===== config.mk =====
export PLATFORM = sky130hd
export DESIGN_NAME = bus_gnrtr_arbiter
export DESIGN_NICKNAME = d
export VERILOG_FILES = /design/src/rtl/bus_gnrtr_arbiter.sv
export SDC_FILE = /design/constraint.sdc
export NUM_CORES = 1
export LEC_CHECK = 0
export ABC_AREA = 1
export BUFFER_PORTS_ARGS = -buffer_cell sky130_fd_sc_hd__buf_2
export CAP_MARGIN = 15
export CORE_ASPECT_RATIO = 0.6
export CORE_MARGIN = 5
export CORE_UTILIZATION = 50
export CTS_BUF_LIST = sky130_fd_sc_hd__clkbuf_8
export DETAILED_ROUTE_END_ITERATION = 6
export GPL_TIMING_DRIVEN = 0
export PLACE_DENSITY = 0.95
export SLEW_MARGIN = 40
export SYNTH_ARGS = -nofsm -noshare
export SYNTH_HDL_FRONTEND = slang
export SYNTH_SLANG_ARGS = --single-unit

===== constraint.sdc =====
create_clock -name clk -period 3.6 [get_ports clk]
set_clock_uncertainty 0.1 [all_clocks]
set_input_delay 0.18 -clock clk [delete_from_list [all_inputs] [get_ports clk]]
set_output_delay 0.18 -clock clk [all_outputs]
set_load 0.02 [all_outputs]

===== src/rtl/bus_gnrtr_arbiter.sv =====
// ============================================================================
// Module      : bus_gnrtr_arbiter
// Description : Per-bus round-robin arbiter that pops one packet from a driver
//               FIFO and pushes it to the receiver FIFO(s) named by its
//               destination ID. Macro BCAST_SELF_EN makes broadcasts also
//               reach the source driver.
// Revision    : 1.0 - initial release
// ============================================================================
`default_nettype none

module bus_gnrtr_arbiter #(
    parameter int         BITS      = 1,
    parameter int         DRVRS     = 4,
    parameter int         PCKG_SZ   = 16,
    parameter logic [7:0] BROADCAST = 8'hFF
) (
    input  logic                                      clk,
    input  logic                                      reset,
    input  logic [BITS-1:0][DRVRS-1:0]                pndng,
    input  logic [BITS-1:0][DRVRS-1:0][PCKG_SZ-1:0]   D_pop,
    output logic [BITS-1:0][DRVRS-1:0]                pop,
    output logic [BITS-1:0][DRVRS-1:0]                push,
    output logic [BITS-1:0][DRVRS-1:0][PCKG_SZ-1:0]   D_push
);

    localparam int IW = (DRVRS > 1) ? $clog2(DRVRS) : 1;

    typedef enum logic [1:0] {
        ST_IDLE = 2'd0,
        ST_POP  = 2'd1,
        ST_PUSH = 2'd2
    } state_t;

    for (genvar b = 0; b < BITS; b++) begin : g_bus
        state_t             r_state;
        state_t             w_state_nxt;
        logic [IW-1:0]      r_rr;
        logic [IW-1:0]      r_src;
        logic [IW-1:0]      w_grant;
        logic [IW:0]        w_idx;
        logic               w_found;
        logic [PCKG_SZ-1:0] r_pkt;
        logic [PCKG_SZ-1:0] r_dpush;
        logic [DRVRS-1:0]   r_pop;
        logic [DRVRS-1:0]   r_push;
        logic [DRVRS-1:0]   w_pop_nxt;
        logic [DRVRS-1:0]   w_push_nxt;
        logic [DRVRS-1:0]   w_route;
        logic [7:0]         w_dest;

        // Search starts just after the last grant and wraps at DRVRS.
        always_comb begin
            w_found = 1'b0;
            w_grant = '0;
            w_idx   = '0;
            for (int k = 1; k <= DRVRS; k++) begin
                w_idx = {1'b0, r_rr} + (IW+1)'(k);
                if (w_idx >= (IW+1)'(DRVRS)) begin
                    w_idx = w_idx - (IW+1)'(DRVRS);
                end
                if (!w_found && pndng[b][w_idx[IW-1:0]]) begin
                    w_found = 1'b1;
                    w_grant = w_idx[IW-1:0];
                end
            end
        end

        always_comb begin
            w_dest  = r_pkt[PCKG_SZ-1 -: 8];
            w_route = '0;
            if (w_dest < 8'(DRVRS)) begin
                w_route[w_dest[IW-1:0]] = 1'b1;
            end else if (w_dest == BROADCAST) begin
`ifdef BCAST_SELF_EN
                w_route = '1;
`else
                w_route        = '1;
                w_route[r_src] = 1'b0;
`endif
            end
        end

        always_comb begin
            w_state_nxt = r_state;
            w_pop_nxt   = '0;
            w_push_nxt  = '0;
            case (r_state)
                ST_IDLE: begin
                    if (w_found) begin
                        w_state_nxt        = ST_POP;
                        w_pop_nxt[w_grant] = 1'b1;
                    end
                end
                ST_POP: begin
                    w_state_nxt = ST_PUSH;
                    w_push_nxt  = w_route;
                end
                ST_PUSH: begin
                    w_state_nxt = ST_IDLE;
                end
                default: begin
                    w_state_nxt = ST_IDLE;
                end
            endcase
        end

        always_ff @(posedge clk or posedge reset) begin
            if (reset) begin
                r_state <= ST_IDLE;
                r_rr    <= IW'(DRVRS - 1);
                r_src   <= '0;
                r_pkt   <= '0;
                r_dpush <= '0;
                r_pop   <= '0;
                r_push  <= '0;
            end else begin
                r_state <= w_state_nxt;
                r_pop   <= w_pop_nxt;
                r_push  <= w_push_nxt;
                if (r_state == ST_IDLE && w_found) begin
                    r_pkt <= D_pop[b][w_grant];
                    r_src <= w_grant;
                    r_rr  <= w_grant;
                end
                if (r_state == ST_POP) begin
                    r_dpush <= r_pkt;
                end
            end
        end

        assign pop[b]  = r_pop;
        assign push[b] = r_push;

        for (genvar d = 0; d < DRVRS; d++) begin : g_drv
            assign D_push[b][d] = r_dpush;
        end
    end

endmodule

`default_nettype wire


* Word level (Yosys, flattened, before mapping)
Index checks and enable logic that the tools add are counted.
Storage, ports and cells: bits of input ports 70, logic and storage cells 80, bits in registers 46
Cells by class: add/subtract/negate cells 8, bitwise logic cells 1, multiplexer cells 35, $lt $le $gt $ge 15, equality and inequality tests 3, reductions and logical operators 11
Operator list (count):
- $bmux W16 S2 | 1
- $lt A2 B3 Y1 const B | 7
- $mux W4 | 5
- $mux W2 | 9
- $mux W16 | 1
- $ge A3 B3 Y1 const B | 4
- $mux W1 | 11
- $bmux W1 S2 | 4
- $eq A8 B8 Y1 const B | 1
- $lt A8 B3 Y1 const B | 1
- $sub A2 B1 Y2 const B | 4
- $logic_and A1 B1 Y1 | 7
- $add A2 B2 Y3 const B | 2
- $demux W1 S2 | 3
- $ge A2 B1 Y1 const B | 3
- $not A4 Y4 | 1
- $pmux W2 S2 | 1
- $add A2 B1 Y3 const B | 1
- $add A2 B3 Y3 const B | 1
- $logic_not A1 Y1 | 3
- $eq A2 B1 Y1 const B | 1
- $logic_not A2 Y1 | 1
- $ne A2 B2 Y1 const B | 1

* Logic depth before layout (Yosys ltp)
Gate-level depths: netlist of run 1.
word-level depth 21, mapped depth 17, depth with buffers taken out 15

* Worst setup path after synthesis of run 1
OpenSTA, ideal clock, no wires.
path type register -> register, start register g_bus[0].r_rr[1], end register g_bus[0].r_pkt[13], cell stages (with the launch flop) 18, required time 3383 ps, buffers on the path 2, arrival 1760 ps, path slack 1623 ps, clock period less this slack 1977 ps, path through dfstp_2 > buf_2 > inv_2 > nand2_1 > nand2_1 > nand2_1 > nand2_2 > nor2_4 > nand3_1 > nand2_1 > inv_1 > nand2_1 > inv_1 > buf_2 > nand2_1 > nand2_1 > nand2_1 > nand2_1
Between the ends: word-level cells in the longest chain between the ends 17, elaborated cells between the ends (all ways) 41, classes of those cells add/sub (8); order compare (4); mux (22); reduce/logical (7)
Ends and longest elaborated chain:
- start: declaration | line 37 | logic [IW-1:0] r_rr;
- start signal: assignment | line 110 | r_rr <= IW'(DRVRS - 1);
- start signal: assignment | line 123 | r_rr <= w_grant;
- $add A2 B1 Y3 | line 57 | w_idx = {1'b0, r_rr} + (IW+1)'(k);
- $ge A3 B3 Y1 / $sub A2 B1 Y2 (equally long branches) | line 58, 59
- $mux W2 | line 58 | if (w_idx >= (IW+1)'(DRVRS)) begin
- $bmux W1 S2 | line 61 | if (!w_found && pndng[b][w_idx[IW-1:0]]) begin
- $mux W1 (implied by the code) | line 61
- $mux W1 | line 61
- $logic_not A1 Y1 | line 61
- $logic_and A1 B1 Y1 | line 61
- $mux W1 | line 61
- $logic_not A1 Y1 | line 61
- $logic_and A1 B1 Y1 | line 61
- $mux W1 | line 61
- $logic_not A1 Y1 | line 61
- $logic_and A1 B1 Y1 | line 61
- $mux W2 | line 61
- $bmux W16 S2 | line 121 | r_pkt <= D_pop[b][w_grant];
- $mux W16 (implied by the code) | line 121
- end signal: assignment | line 121
- end: declaration | line 42 | logic [PCKG_SZ-1:0] r_pkt;
Several ways; a longest one is shown, not always the timed one. The select of a mux whose other input is x is not followed. A chain may end at the register's enable or synchronous reset.

* Final worst setup path of run 1
start register g_bus[0].r_rr[1], end register g_bus[0].r_pkt[4]
Same word-level chain as after synthesis.

==> run_results.csv, run 1 <==
group,metric,value,unit
yosys,muxShareOfSynthArea,0,%
global_route,grt_pass1_vias,3240,
critical_path,crit_required,3.69,ns
floorplan,fp.dieW,111,um
power_and_ir_drop,seq_power_share,19.8,%
yosys,synthTopCellsByCount,"nand2_1, buf_4, dfrtp_1, nand3_1, inv_1",
route,top_layer,"met4",
place,gp_congestion,0.937,
power_and_ir_drop,powerDensity,1200,nW/um2
route,dr.pass1.iters,5,
clock_network,post-cts-setup-buffer-count,0,
power_and_ir_drop,clkPwrFrac,8.2,%
yosys,synthXorXnorAreaFrac,0,%
yosys,synth_top_family_by_area,"simple AND/OR/NAND/NOR gates",
floorplan,initial_core_util,50.6,%
global_route,grt_overflow_total,0,
yosys,synth_area_leaders,"dfrtp_1, nand2_1, buf_4",
power_and_ir_drop,p_int,2.23,mW
power_and_ir_drop,peakVddDrop,711,uV
place,port_buffers,141,
route,routed_wl,8580,um
global_route,grt_start_max_net_pins,47,
yosys,yosys.area_share.simple,39.2,%
timing,slew_violations,0,
yosys,synth_warnings,0,
route,detail_route.iter0.violations,213,
route,wl_met1,3720,um
route,wl_per_cell,12.5,um
floorplan,core,6030,um2
critical_path,start_kind,"flop",
yosys,synth_seq_area_share,37.8,%
yosys,synthFlopType,"dfrtp_1",
route,wl_met3,797,um
global_route,grt.total_usage,21.8,%
layout,drive_above_1_share,37.8,%
global_route,antenna_found_initial,0,
timing,max_clock_freq,428,MHz
place,place_area,3870,um2
timing,setup_violations,0,
yosys,syn_avg_cell_area,6.77,um2
floorplan,dieArea,7820,um2
clock_network,cts_resized,0,
power_and_ir_drop,pwr-share-comb,72.0,%
timing,layout_min_cycle_time,2.33,ns
timing,worst_pin_slew,0.558,ns
critical_path,crit_type,"reg -> reg",
yosys,synth_seq_cells,46,
yosys,yosysMostFrequentCell,"nand2_1",
clock_network,clk_path_buf_depth,2,
floorplan,io_pins,142,
yosys,syn-num-nets,521,
power_and_ir_drop,cellLeakagePower,2.53,nW
power_and_ir_drop,p_sw,2.55,mW
yosys,synth_edf_count,0,
outcome,outcome,"finished clean",
clock_network,clock_sinks,46,
timing,rsz0062_at_grt,"false",
route,routed-wl-met2,3970,um
yosys,syn_area,3050,um2
yosys,synth_top_area_share,36.1,%
yosys,synth_async_sr_flop_share,100,%
route,postRouteAntennaNets,0,
layout,stdcell_area,3990,um2
power_and_ir_drop,switching_share,53.3,%
run,maxCapViolCount,0,
yosys,synth.distinct_cells,27,
yosys,synthCells,451,
power_and_ir_drop,finalPower,4.77,mW
clock_network,cts_tree,"yes",
critical_path,cp_max_fo,10,
clock_network,clk_pin_slew,0.09,ns
yosys,synth_top_cell_by_area,"dfrtp_1",
timing,post-route-period-util,64.8,%
clock_network,clockRootBuffer,"clkbuf_8",
floorplan,rows,22,
worst_hold_path,hold_class,"in -> reg",
clock_network,hold_buffers,1,
timing,slew_headroom,62.8,%
layout,num_antenna_cells,0,
floorplan,die_y,70.5,um
yosys,synth_fa_ha_area_share,0,%
route,vias,3343,
critical_path,cp-end-kind,"flop",
global_route,grt_pass1_wl,14400,um
clock_network,htree_levels,2,
timing,tns,0,ns
yosys,synth_compound_area_share,4.02,%
critical_path,cp.arrival,2.43,ns
route,viasPerCell,4.88,
layout,stdcell_count,685,
timing,finalHoldViolations,0,
clock_network,clock_latency,0.30,ns
layout,syn2layout_area_growth,30.7,%
place,hpwl,6730,um
clock_network,numCtsBuffers,5,
place,dp_cells,676,
route,drcViolationCount,0,
layout,final_nets,670,
==> flip-flops by register name, summed over array words and instances, names as in the netlist <==
name / count
g_bus.r_rr: 2
g_bus.r_dpush: 16
g_bus.r_src: 2
push: 4
g_bus.r_state: 2
pop: 4
g_bus.r_pkt: 16
==> final cells by class <==
class / count / area, um2
fillers: 497 / 2040
multi-input cells: 314 / 1320
flip-flops and latches: 46 / 1150
repair buffers: 142 / 716
plain buffers: 68 / 493
well taps: 84 / 105
inverters: 23 / 88.8
clock buffers: 5 / 68.8
clock inverters: 3 / 43.8
==> power by group through the flow <==
stage          clock, mW  sequential [mW]  combinational (mW)
3_3_place_gp           0            0.935                3.27
3_5_place_dp           0            0.948                3.39
2_1_floorplan          0             1.01                2.46
4_1_cts            0.398            0.944                3.40
6_report           0.394            0.945                3.43
5_1_grt            0.417            0.978                3.81
==> worst max-delay path, cell delays in order (launching register included) <==
cell	delay, ns
dfstp_2	0.52
buf_2	0.18
inv_2	0.08
nand2_1	0.06
nand2_1	0.08
nand2_1	0.07
nand2_1	0.10
a21oi_2	0.17
nand2_2	0.14
buf_1	0.27
nand3_1	0.15
nand2_1	0.06
nand2_1	0.05
nand2_1	0.07
nand2_1	0.07
nand2_1	0.05
==> per-layer routing <==
metal  vias to the layer above  global-route usage [%]
li1                       1644                       -
met1                      1513                    29.4
met2                       170                    36.1
met3                        16                    4.94
met4                         0                    4.92
met5                         -                       0
==> worst paths after layout <==
kind / start / end / slack [ns] / cells past startpoint
setup / recovery: g_bus[0].r_rr[1] / g_bus[0].r_pkt[4] / 1.27 / 15
hold / removal: D_pop[12] / g_bus[0].r_pkt[12] / 0.17 / 7
setup reg to reg: g_bus[0].r_rr[1] / g_bus[0].r_pkt[4] / 1.27 / 15
hold reg to reg: g_bus[0].r_pkt[4] / g_bus[0].r_dpush[4] / 0.38 / 2
max in group asynchronous: reset / g_bus[0].r_rr[0] / 2.65 / 3
min in group asynchronous: reset / g_bus[0].r_dpush[3] / 0.37 / 3
==> cell families (layout without fill, tap and decap cells) <==
kind of cell / after synthesis / after routing
AND/OR/NAND/NOR: 292 / 292
buffers and inverters: 91 / 241
AO/OA/AOI/OAI: 22 / 22
flip-flops: 46 / 46
==> stage by stage <==
stage	util [%]	setup WS [ns]	hold WS, ns
2_1_floorplan	-	1.62	0.349
3_3_place_gp	64.1	1.40	0.364
3_5_place_dp	64.1	1.33	0.177
4_1_cts	66.2	1.28	0.162
5_1_grt	66.2	1.05	0.194
6_report	66.2	1.27	0.167
==> layout by cell type, fill, tap and decap left out, drive strengths merged, types with 3 or more instances in the layout <==
master and count:
a21oi 4, nor3 3, inv 24, nand2 237, nor2 11, buf 205
dfrtp 44, o21ai 14, clkbuf 9, nand3 37
Note: power is estimated with default switching activity, not from simulation.
==> run 2, diff against run 1 <==
- ABC_AREA: 1 -> 0
- CORE_UTILIZATION: 50 -> 46
- PLACE_DENSITY: 0.95 -> 0.92
- clock period: 3.6 -> 2.4 ns (I/O delays scaled with it)
==> run_results.csv, run 2 <==
group,metric,value,unit
timing,setup_violations,0,
timing,worst_pin_slew,0.639,ns
clock_network,clk_pin_slew,0.09,ns
floorplan,fp.dieW,108,um
yosys,synth_edf_count,0,
layout,reg_top3,"g_bus.r_dpush x16, g_bus.r_pkt x16",
yosys,synth_top_cell_by_area,"dfrtp_1",
power_and_ir_drop,powerDensity,1490,nW/um2
timing,setup_ws,0.335,ns
layout,final_nets,461,
power_and_ir_drop,peakVddDrop,545,uV
place,gp_congestion,0.797,
critical_path,slowest_delay,0.52,ns
timing,slew_violations,0,
timing,rsz0062_at_grt,"false",
timing,slew_headroom,57.4,%
route,viasPerCell,4.88,
critical_path,critPathTopFamily,"flip-flops",
yosys,synthXorXnorAreaFrac,0,%
timing,layout_min_cycle_time,2.06,ns
yosys,synth_top_area_share,41.6,%
critical_path,cpMaxStageDelayCell,"dfstp_2",
global_route,antenna_found_initial,0,
route,drcViolationCount,0,
critical_path,start_kind,"flop",
yosys,yosys.area_share.simple,8.33,%
critical_path,crit_type,"reg -> reg",
global_route,grt.total_usage,18.8,%
layout,drive_above_1_share,59.2,%
floorplan,initial_core_util,47.5,%
timing,max_clock_freq,484,MHz
layout,num_antenna_cells,0,
global_route,grt_start_max_net_pins,44,
floorplan,rows,21,
clock_network,clock_sinks,46,
critical_path,crit_buf_inv,3,
place,port_buffers,141,
timing,finalHoldViolations,0,
clock_network,post-cts-setup-buffer-count,0,
yosys,synth_top_family_by_area,"multiplexers",
yosys,synth.distinct_cells,33,
yosys,synth_async_sr_flop_share,100,%
critical_path,cp-end-kind,"flop",
floorplan,dieArea,7410,um2
route,routed_wl,7080,um
global_route,grt_pass1_wl,10800,um
timing,tns,0,ns
clock_network,clock_latency,0.31,ns
place,hpwl,5570,um
yosys,synth_compound_area_share,10.1,%
critical_path,ff2ff_setup_slack,0.34,ns
power_and_ir_drop,cellLeakagePower,2.00,nW
clock_network,clockRootBuffer,"clkbuf_8",
layout,mostFrequentLayoutCell,"buf_2",
critical_path,cp.arrival,2.13,ns
floorplan,core,5570,um2
yosys,synthTopCellsByCount,"buf_4, dfrtp_1, mux2i_1, nand2_1",
layout,stdcell_count,472,
layout,final_cell_mix,"buf_2, buf_4, dfrtp_1, mux2i_1, nand2_1",
floorplan,die_y,68.7,um
yosys,synth_fa_ha_area_share,0,%
layout,syn2layout_area_growth,35.8,%
yosys,synth_seq_area_share,43.6,%
clock_network,cts_tree,"yes",
yosys,synthCells,241,
floorplan,io_pins,142,
run,maxCapViolCount,0,
outcome,outcome,"finished clean",
yosys,synth_seq_cells,46,
yosys,synth_warnings,0,
route,postRouteAntennaNets,0,
global_route,grt_overflow_total,0,
yosys,muxShareOfSynthArea,19.3,%
critical_path,crit_required,2.46,ns
timing,post-route-period-util,86.0,%
place,dp_cells,463,
clock_network,clk_path_buf_depth,2,
critical_path,path_cells,"buf_4 -> mux2i_1 -> o221a_4 -> buf_12 -> buf_12 -> mux2i_1 -> o221ai_1",
place,pre_cts_slack,0.385,ns
yosys,synth_area_leaders,"dfrtp_1, buf_4, mux2i_1",
route,wl_per_cell,15.0,um
route,vias,2304,
critical_path,cp_max_fo,10,
yosys,syn_avg_cell_area,11.0,um2
yosys,syn_area,2640,um2
clock_network,numCtsBuffers,5,
yosys,synthFlopType,"dfrtp_1",
route,dr.pass1.iters,4,
global_route,grt_pass1_vias,2243,
yosys,yosysMostFrequentCell,"buf_4",
worst_hold_path,hold_class,"in -> reg",
yosys,syn-num-nets,311,
power_and_ir_drop,finalPower,5.34,mW
clock_network,htree_levels,2,
route,detail_route.iter0.violations,63,
[run 2: cell types whose count changed after synthesis, moves of 4 or more]
cell | previous run | this run
buf_2 | 7 | 3
buf_6 | 5 | 1
inv_1 | 21 | 5
mux2_2 | 0 | 16
mux2i_1 | 0 | 33
nand2_1 | 230 | 23
nand2_2 | 5 | 1
nand3_1 | 36 | 1
o21ai_0 | 13 | 3
o221ai_1 | 0 | 16
[run 2: power breakdown]
| group | leakage, nW | switching (mW) | internal [mW] |
|---|---|---|---|
| logic | 1.37 | 1.76 | 1.54 |
| clock network | 0.0579 | 0.265 | 0.307 |
| registers | 0.572 | 0.334 | 1.14 |
| total | 2.00 | 2.36 | 2.98 |
[run 2: path summary, 6_finish.rpt]
check,startpoint,endpoint,cells after the start
setup reg to reg,g_bus[0].r_rr[1],g_bus[0].r_pkt[1],7
min in group asynchronous,reset,push[0],3
setup / recovery,g_bus[0].r_rr[1],g_bus[0].r_pkt[1],7
max in group asynchronous,reset,g_bus[0].r_rr[0],4
hold reg to reg,g_bus[0].r_pkt[6],g_bus[0].r_pkt[6],2
hold / removal,D_pop[57],g_bus[0].r_pkt[9],3
[run 2: cell type report]
type	instances	area [um2]
buffer	59	465
clock buffer	5	68.8
clock inverter	3	40.0
fill	464	1980
inverter	6	30.0
multi-input combinational	130	997
sequential	46	1150
tap	80	100
timing repair buffer	143	736
[run 2: through the flow]
step	utilization, %	hold WS [ns]	area [um2]
final	64.5	0.0264	3590
after global routing	64.5	0.0277	3590
after CTS	64.5	0.0232	3590
after detailed placement	62.3	-0.106	3470
after global placement	61.9	0.339	3450
after floorplan	-	0.247	2640
[run 2: cell families (layout without fill, tap and decap cells)]
kind of cell	Yosys count	after routing
simple gates	48	48
buf+inv	65	216
compound gates	33	33
flops	46	46
mux	49	49
[run 2: what timing repair did]
item	4_1_cts	5_1_grt
resized for setup	0	0
hold buffers	1	0
endpoints found under the hold margin	44	0
[run 2: routing by layer]
layer  track usage (%)  routed length [um]  vias to the layer above
met5                 0                   0                        -
met4              6.61                 176                        0
met3              5.95                 559                       17
met2              32.0                3430                      101
met1              22.8                2910                     1074
li1                  -                   -                     1112
[run 2: tightest hold or removal path: stages]
cell and delay (ns):
buf_2 0.07, mux2i_1 0.05, o221ai_1 0.15
==> run 3, diff against run 2 <==
- GPL_TIMING_DRIVEN: 0 -> unset
==> run_results.csv, run 3 (synthesis results as in run 2) <==
group,metric,value,unit
critical_path,slowest_delay,0.60,ns
critical_path,rr_worst_depth,5,
layout,drive_above_1_share,53.0,%
worst_hold_path,hold_class,"in -> reg",
run,maxCapViolCount,0,
global_route,grt.total_usage,16.1,%
layout,seq_area,1150,um2
timing,post-route-period-util,84.7,%
layout,stdcell_count,416,
clock_network,clockRootBuffer,"clkbuf_8",
critical_path,crit_type,"reg -> reg",
place,gp_congestion,0.819,
route,wl_per_cell,15.0,um
place,port_buffers,141,
global_route,grt_overflow_total,0,
power_and_ir_drop,cellLeakagePower,1.71,nW
route,vias,2046,
floorplan,rows,21,
layout,mostFrequentLayoutCell,"buf_2",
critical_path,cp_max_fo,19,
floorplan,core,5570,um2
floorplan,die_y,68.7,um
layout,reg_top3,"g_bus.r_dpush x16, g_bus.r_pkt x16",
timing,finalHoldViolations,0,
route,viasPerCell,4.92,
critical_path,worst_r2r_endpoint,"g_bus[0].r_pkt[3]",
clock_network,numCtsBuffers,5,
critical_path,r2r-start,"g_bus[0].r_rr[1]",
route,drcViolationCount,0,
layout,fill_cells,493,
timing,setup_violations,0,
floorplan,fp.dieW,108,um
global_route,antenna_found_initial,0,
worst_hold_path,worstHoldStart,"D_pop[61]",
clock_network,clock_latency,0.28,ns
timing,tns,0,ns
route,postRouteAntennaNets,0,
clock_network,cts_resized,0,
critical_path,start_kind,"flop",
floorplan,dieArea,7410,um2
timing,worst_pin_slew,0.557,ns
critical_path,cp.arrival,2.07,ns
clock_network,clk_pin_slew,0.08,ns
critical_path,path_cells,"mux2i_1 -> o221a_4 -> buf_4 -> mux2i_1 -> o221ai_1",
route,dr.pass1.iters,4,
worst_hold_path,hold_end,"g_bus[0].r_pkt[13]",
timing,max_clock_freq,492,MHz
floorplan,initial_core_util,47.5,%
critical_path,cpMaxStageDelayCell,"dfstp_2",
global_route,grt_pass1_wl,9340,um
critical_path,cp-end-kind,"flop",
route,detail_route.iter0.violations,52,
worst_hold_path,worstHoldPathCells,3,
timing,slew_violations,0,
critical_path,crit_top_cell,"mux2i_1",
critical_path,crit_required,2.44,ns
power_and_ir_drop,peakVddDrop,484,uV
global_route,grt_pass1_vias,1961,
clock_network,cts_tree,"yes",
layout,final_cell_mix,"buf_2, dfrtp_1, mux2i_1, nand2_1",
place,hpwl,4890,um
clock_network,clock_sinks,46,
timing,layout_min_cycle_time,2.03,ns
power_and_ir_drop,powerDensity,1450,nW/um2
layout,syn2layout_area_growth,17.9,%
timing,rsz0062_at_grt,"false",
place,dp_cells,407,
power_and_ir_drop,finalPower,4.52,mW
timing,slew_headroom,62.9,%
critical_path,ff2ff_setup_slack,0.37,ns
layout,final_nets,405,
layout,multiInputGateArea,997,um2
floorplan,io_pins,142,
clock_network,htree_levels,2,
outcome,outcome,"finished clean",
global_route,grt_start_max_net_pins,47,
layout,num_antenna_cells,0,
route,routed_wl,6260,um
clock_network,clk_path_buf_depth,2,
==> run 3: worst max-delay path by stage <==
stage	start	endpoint	slack [ns]	cells past startpoint
4_1_cts	g_bus[0].r_rr[1]	g_bus[0].r_pkt[3]	0.35	5
5_1_grt	g_bus[0].r_rr[1]	g_bus[0].r_pkt[3]	0.24	5
3_5_place_dp	g_bus[0].r_rr[1]	g_bus[0].r_pkt[3]	0.36	5
2_1_floorplan	g_bus[0].r_rr[1]	g_bus[0].r_pkt[0]	0.56	7
6_report	g_bus[0].r_rr[1]	g_bus[0].r_pkt[3]	0.37	5
3_3_place_gp	g_bus[0].r_rr[1]	g_bus[0].r_pkt[9]	0.50	5
==> run 3: routing by layer <==
| metal | part of all wire, % | track usage, % |
|---|---|---|
| met1 | 42 | 20.5 |
| met5 | 0 | 0 |
| met3 | 7.0 | 3.91 |
| met2 | 50 | 27.7 |
| met4 | 0.94 | 5.20 |
==> run 3: timing repair <==
action                                  4_1_cts  5_1_grt
endpoints found under the setup margin        0        0
buffers inserted                              0        0
hold buffers                                  1        0
endpoints found under the hold margin        44        0
==> run 3: layout make-up <==
| type | count | area share [%] |
|---|---|---|
| Timing Repair Buffer | 146 | 23.9 |
| Clock inverter | 2 | 0.281 |
| Multi-Input combinational cell | 130 | 32.0 |
| Inverter | 6 | 0.963 |
| Sequential cell | 46 | 37.0 |
| Clock buffer | 6 | 2.65 |
| Tap cell | 80 | 3.21 |
==> run 3: critical path: cells and delay by family (launching register included) <==
family                 cells  cell delay [ns]
DFF                        1             0.60
buffers and inverters      1             0.30
muxes                      2             0.50
AOI/OAI and AO/OA          2             0.38
==> run 3: per-stage QoR <==
step | hold WS, ns | utilization [%] | area [um2] | setup slack [ns]
2_1_floorplan | 0.247 | - | 2640 | 0.555
3_3_place_gp | 0.286 | 54.1 | 3010 | 0.503
3_5_place_dp | 0.125 | 54.2 | 3020 | 0.363
4_1_cts | 0.0442 | 56.0 | 3120 | 0.348
5_1_grt | 0.0492 | 56.0 | 3120 | 0.241
6_report | 0.0494 | 56.0 | 3120 | 0.368
==> run 3: power by group <==
group	internal (mW)	total, mW	leakage [nW]	switching [mW]
registers	1.14	1.46	0.572	0.323
logic	0.990	2.59	1.09	1.60
clock network	0.228	0.475	0.0524	0.246
